==> src/rtl/cfg_bus_pkg.sv <==
// cfg_bus_pkg: shared types, address window defaults and peripheral register offsets for the cfg bus
package cfg_bus_pkg;
  typedef enum logic [1:0] {IDLE, ACCESS, RESP} state_t;
  typedef struct packed {
    logic        wr;
    logic [31:0] addr;
    logic [31:0] wdata;
  } cfg_req_t;
  localparam logic [31:0] DEF_ADDR_BASE = 32'h1000_0000;
  localparam logic [31:0] DEF_ADDR_MASK = 32'h0000_00FF;
  localparam logic [7:0] REG_CFG    = 8'h10;
  localparam logic [7:0] REG_RELOAD = 8'h14;
  localparam logic [7:0] REG_COUNT  = 8'h18;
  localparam logic [7:0] REG_STATUS = 8'h1C;
  function automatic logic req_legal(input logic [31:0] addr, input logic [31:0] base, input logic [31:0] mask);
    return addr[1:0] == 2'b00 && (addr & ~mask) == base;
  endfunction
endpackage

==> src/rtl/cfg_req_fifo.sv <==
// cfg_req_fifo: synchronous request FIFO of DEPTH cfg_req_t entries
//   clk_i, reset_n_i : clock, async active-low reset
//   push, din        : write side (accepted when not full, or when full with a same-cycle pop)
//   pop, dout        : read side, dout shows the head entry
//   full, empty      : occupancy flags
module cfg_req_fifo
  import cfg_bus_pkg::*;
#(
  parameter int DEPTH = 2
) (
  input  logic     clk_i,
  input  logic     reset_n_i,
  input  logic     push,
  input  cfg_req_t din,
  input  logic     pop,
  output cfg_req_t dout,
  output logic     full,
  output logic     empty
);
  localparam int AW = $clog2(DEPTH);
  cfg_req_t mem [DEPTH];
  logic [AW:0] wp, rp;
  logic do_push, do_pop;
  assign empty   = wp == rp;
  assign full    = wp[AW] != rp[AW] && wp[AW-1:0] == rp[AW-1:0];
  assign do_pop  = pop && !empty;
  assign do_push = push && (!full || do_pop);
  assign dout    = mem[rp[AW-1:0]];
  always_ff @(posedge clk_i or negedge reset_n_i)
    if (!reset_n_i) begin
      wp <= '0;
      rp <= '0;
    end else begin
      if (do_push) wp <= wp + 1'b1;
      if (do_pop) rp <= rp + 1'b1;
    end
  always_ff @(posedge clk_i)
    if (do_push) mem[wp[AW-1:0]] <= din;
endmodule

==> src/rtl/cfg_bus_master.sv <==
// cfg_bus_master: queues core requests and runs one single-cycle cfg bus access per request
//   req_*  : core request port (valid/ready, wr, addr, wdata)
//   resp_* : response port (valid/ready, rdata, err)
//   cfg_*  : cfg bus initiator (sel, wr, addr, wdata out; rdata in)
module cfg_bus_master
  import cfg_bus_pkg::*;
#(
  parameter int          REQ_DEPTH = 2,
  parameter logic [31:0] ADDR_BASE = DEF_ADDR_BASE,
  parameter logic [31:0] ADDR_MASK = DEF_ADDR_MASK
) (
  input  logic        clk_i,
  input  logic        reset_n_i,
  input  logic        req_valid_i,
  output logic        req_ready_o,
  input  logic        req_wr_i,
  input  logic [31:0] req_addr_i,
  input  logic [31:0] req_wdata_i,
  output logic        resp_valid_o,
  input  logic        resp_ready_i,
  output logic [31:0] resp_rdata_o,
  output logic        resp_err_o,
  output logic        cfg_sel_o,
  output logic        cfg_wr_o,
  output logic [31:0] cfg_addr_o,
  output logic [31:0] cfg_wdata_o,
  input  logic [31:0] cfg_rdata_i
);
  state_t state, state_n;
  cfg_req_t head;
  logic full, empty, pop, head_ok, wr_q, err_q;
  logic [31:0] rdata_q;
  cfg_req_fifo #(.DEPTH(REQ_DEPTH)) u_fifo (
    .clk_i    (clk_i),
    .reset_n_i(reset_n_i),
    .push     (req_valid_i && req_ready_o),
    .din      ({req_wr_i, req_addr_i, req_wdata_i}),
    .pop      (pop),
    .dout     (head),
    .full     (full),
    .empty    (empty)
  );
  assign req_ready_o  = !full;
  assign head_ok      = req_legal(head.addr, ADDR_BASE, ADDR_MASK);
  assign cfg_sel_o    = state == ACCESS;
  assign cfg_wr_o     = cfg_sel_o && wr_q;
  assign resp_valid_o = state == RESP;
  assign resp_rdata_o = rdata_q;
  assign resp_err_o   = err_q;
  // The next request is popped either from IDLE or in the same cycle the current response is taken.
  always_comb begin
    pop     = !empty && (state == IDLE || (state == RESP && resp_ready_i));
    state_n = pop ? (head_ok ? ACCESS : RESP) :
              state == ACCESS ? RESP :
              state == RESP && resp_ready_i ? IDLE : state;
  end
  always_ff @(posedge clk_i or negedge reset_n_i)
    if (!reset_n_i) begin
      state       <= IDLE;
      wr_q        <= 1'b0;
      err_q       <= 1'b0;
      rdata_q     <= '0;
      cfg_addr_o  <= '0;
      cfg_wdata_o <= '0;
    end else begin
      state <= state_n;
      if (pop && head_ok) begin
        wr_q        <= head.wr;
        cfg_addr_o  <= head.addr;
        cfg_wdata_o <= head.wdata;
      end
      if (pop && !head_ok) begin
        rdata_q <= '0;
        err_q   <= 1'b1;
      end
      if (state == ACCESS) begin
        rdata_q <= wr_q ? '0 : cfg_rdata_i;
        err_q   <= 1'b0;
      end
    end
endmodule

==> config.mk <==
export PLATFORM = sky130hd
export DESIGN_NAME = cfg_bus_master
export DESIGN_NICKNAME = d
export VERILOG_FILES = /design/src/rtl/cfg_bus_pkg.sv /design/src/rtl/cfg_req_fifo.sv /design/src/rtl/cfg_bus_master.sv
export SDC_FILE = /design/constraint.sdc
export NUM_CORES = 1
export LEC_CHECK = 0
export ABC_AREA = 1
export CAP_MARGIN = 10
export CORE_ASPECT_RATIO = 1.4
export CORE_MARGIN = 2
export CORE_UTILIZATION = 45
export CTS_CLUSTER_DIAMETER = 30
export DETAILED_ROUTE_END_ITERATION = 6
export GPL_TIMING_DRIVEN = 0
export HOLD_SLACK_MARGIN = 0.1
export PLACE_DENSITY = 0.8
export SYNTH_ARGS = -nofsm -noshare
export SYNTH_HDL_FRONTEND = slang
export SYNTH_SLANG_ARGS = --single-unit
==> constraint.sdc <==
create_clock -name clk_i -period 7 [get_ports clk_i]
set_input_delay 1.4 -clock clk_i [delete_from_list [all_inputs] [get_ports clk_i]]
set_output_delay 1.4 -clock clk_i [all_outputs]
set_load 0.02 [all_outputs]
==> impl_metrics.py <==
metrics = {
    "outcome": {
        "status": "complete, no violations",
    },
    "route": {
        "drc_errors": 0,
        "antenna_left": 0,
        "drt_wl_total_um": 19200,
        "post_drt_wl_per_cell_um": 16.0,
        "viasPerCell": 4.77,
        "drt_iter0_markers": 242,
        "drtPass1Iterations": 4,
        "num_vias": 5742,
    },
    "cts": {
        "ctsResizeCount": 0,
        "cts-hold-fix-buffers": 0,
        "cts_setup_buffers": 0,
        "cts_tree": "done",
        "clock_sinks": 234,
        "cts-root-buf": "clkbuf_16",
        "clock_latency_ns": 0.51,
        "clk_pin_slew_ns": 0.05,
        "h-tree-depth": 2,
        "cts_made_buffers": 38,
        "clockBufferDepth": 3,
    },
    "setup_path": {
        "crit_path_start_kind": "flop",
        "critical_path.cell_chain": "inv_1 -> nor2_1 -> clkinv_1 -> clkbuf_1 -> nor2_1 -> clkdlybuf4s50_1",
        "ff2ff_setup_slack_ns": 4.57,
        "cp_max_fo": 10,
        "cpMostUsedCell": "nor2_1",
        "critical_path_class": "flop to primary output",
        "slowest_stage": "clkdlybuf4s50_1",
        "cp.required_ns": 5.60,
        "cp.arrival_ns": 2.39,
        "r2r-start": "u_fifo.rp[0]$_DFFE_PN0P_",
        "cpPeakStageDelay_ns": 0.63,
        "ff2ff_path_depth": 8,
        "r2r-end": "u_fifo.mem[1][3]$_DFFE_PP_",
        "cp-end-kind": "primary output",
    },
    "global_routing": {
        "grt_util_all_layers_pct": 18.9,
        "grt_pass1_vias": 6005,
        "grt_first_pass_wirelength_um": 30200,
        "overflow": 0,
        "grt_max_degree": 62,
        "antenna_found_initial": 0,
    },
    "min_path": {
        "hold_start": "cfg_addr_o[31]$_DFFE_PN0P_",
        "hp-class": "flop to flop",
        "whs_endpoint": "cfg_addr_o[31]$_DFFE_PN0P_",
        "whs_path_depth": 2,
    },
    "synth": {
        "synth.largest_area_cell": "edfxtp_1",
        "yosysWarnings": 0,
        "synth_async_sr_flop_share_pct": 44.4,
        "syn_area_per_cell_um2": 12.7,
        "synth_cell_types": 25,
        "synth_top_family_by_area": "simple AND/OR/NAND/NOR gates",
        "ys.flop_type": "edfxtp_1",
        "synth.top_cell.area_share_pct": 44.9,
        "synth_xor_area_share_pct": 0.504,
        "synthAdderAreaFrac_pct": 0,
        "synth_nets": 783,
        "syn_area_um2": 8690,
        "seq_area_frac_synth_pct": 74.9,
        "synth_cells": 682,
        "yosys.area_share.simple_pct": 12.1,
        "muxShareOfSynthArea_pct": 4.49,
        "synth_compound_gate_area_share_pct": 3.11,
        "yosysMostFrequentCell": "nand2_1",
        "ys_top_cells_by_count": "nand2_1 (210), edfxtp_1 (130), dfrtp_1 (104)",
        "synth-edff-count": 130,
        "synthTopCellsByArea": "edfxtp_1 (45%), dfrtp_1 (30%), nand2_1 (9.1%), mux2i_1 (4.5%), inv_1 (2.5%)",
        "ys_ff_latch": 234,
    },
    "floorplan": {
        "pin_count": 202,
        "dieHeight_um": 168,
        "design.die.area_um2": 20500,
        "rows": 60,
        "start_util_pct": 45.6,
        "die_x_um": 121,
        "core-area_um2": 19100,
    },
    "sta": {
        "hold_viol": 0,
        "rsz0062_at_grt": "no",
        "fmax_mhz": 264,
        "final_max_slew_viol_count": 0,
        "setup_viol": 0,
        "setup_tns_ns": 0,
        "fin_crit_sh_pct": 54.2,
        "finalCriticalPeriod_ns": 3.79,
        "worstMarginPinSlew_ns": 0.828,
        "finClkSkew_ns": 0.0248,
        "slew_headroom_pct": 44.8,
    },
    "power": {
        "powerDensity_nw_per_um2": 309,
        "worst_ir_drop_vdd_uv": 284,
        "leakagePower_nw": 5.32,
    },
    "finish": {
        "nets": 1029,
        "antenna_cells": 0,
        "final_core_util_pct": 65.1,
        "drive_above_1_share_pct": 10.7,
        "fillers": 1407,
        "area_growth_syn_to_layout_pct": 42.9,
    },
    "place": {
        "dp_hpwl_um": 13200,
        "io_buffers": 201,
        "gp_congestion": 0.749,
    },
    "job": {
        "cap_violations": 0,
    },
}
## worst max path at each step
stage	from	end	slack (ns)
floorplan	req_valid_i	u_fifo.mem[1][0]$_DFFE_PP_	2.23
global placement	req_valid_i	u_fifo.mem[1][38]$_DFFE_PP_	0.01
detailed placement	req_valid_i	u_fifo.mem[1][3]$_DFFE_PP_	3.60
CTS	state[0]$_DFFE_PN0P_	cfg_wr_o	3.18
global route	state[0]$_DFFE_PN0P_	cfg_wr_o	3.04
finish	state[0]$_DFFE_PN0P_	cfg_wr_o	3.21
## placed cells by master, fill, tap and decap left out, drive strengths merged
| master | count |
|---|---|
| clkinv | 11 |
| o21ai | 45 |
| mux2i | 39 |
| a21oi | 3 |
| xor2 | 2 |
| bufinv | 2 |
| xnor2 | 3 |
| dfrtp | 104 |
| nand3 | 35 |
| inv | 65 |
| clkdlybuf4s50 | 200 |
| nor2 | 17 |
| clkinvlp | 4 |
| clkbuf | 61 |
| edfxtp | 130 |
| nand2 | 211 |
| buf | 23 |
| or2 | 2 |
## report_power, final
part	internal [W]	switching (W)	leakage [nW]	total (W)
clock	0.00115	0.000662	0.615	0.00181
sequential	0.00167	0.0000440	2.64	0.00171
combinational	0.000126	0.000191	2.06	0.000317
## cell type report
type	count	area, µm²	share of cell area (%)
sequential	234	6510	52.4
tap	248	310	2.50
timing repair buffer	206	2120	17.1
clock inverter	21	243	1.96
clock buffer	48	1040	8.37
buffer	30	194	1.56
multi-input combinational	357	1770	14.3
inverter	61	231	1.86
## worst max-delay path, delay by kind of cell, from the launching register on
kind	cells	cell delay, ns
and+or+nand+nor	2	0.34
DFF	1	0.34
buffers and inverters	4	1.22
## registers in the layout (all words and copies together) (netlist names)
name and cells:
state 2, u_fifo.mem 130, cfg_wdata_o 32, cfg_addr_o 32, u_fifo.rp 2, u_fifo.wp 2, wr_q 1, resp_err_o 1
resp_rdata_o 32
## kinds of logic (layout without fill, tap and decap cells)
kind of cell / after synthesis / after routing
AND/OR/NAND/NOR: 265 / 265
XOR/XNOR: 5 / 5
multiplexers: 39 / 39
flip-flops: 234 / 234
buffers and inverters: 91 / 366
AO/OA/AOI/OAI: 48 / 48
## through the flow
step / hold slack [ns] / setup slack (ns) / cell area [µm²] / total power, W / instances
final: 0.462 / 3.21 / 12400 / 0.00384 / 1205
after global routing: 0.485 / 3.04 / 12400 / 0.00399 / 1205
after CTS: 0.466 / 3.18 / 12400 / 0.00388 / 1205
after detailed placement: 0.452 / 3.60 / 11100 / 0.00206 / 1136
after global placement: 0.450 / 0.0112 / 11000 / 0.00203 / 1131
after floorplan: 0.462 / 2.23 / 8690 / 0.00189 / 682
## layer usage
metal  part of all wire [%]  up-vias  wire length [µm]  global-route usage, %
met1                     37     2724              7060                   20.7
li1                       -     2760                 -                      -
met5                      0        -                 0                      0
met4                    3.7        0               705                   8.15
met2                     54      205             10300                   34.6
met3                    6.0       53              1160                   4.23
No activity file was read; power rests on OpenSTA's default activity.
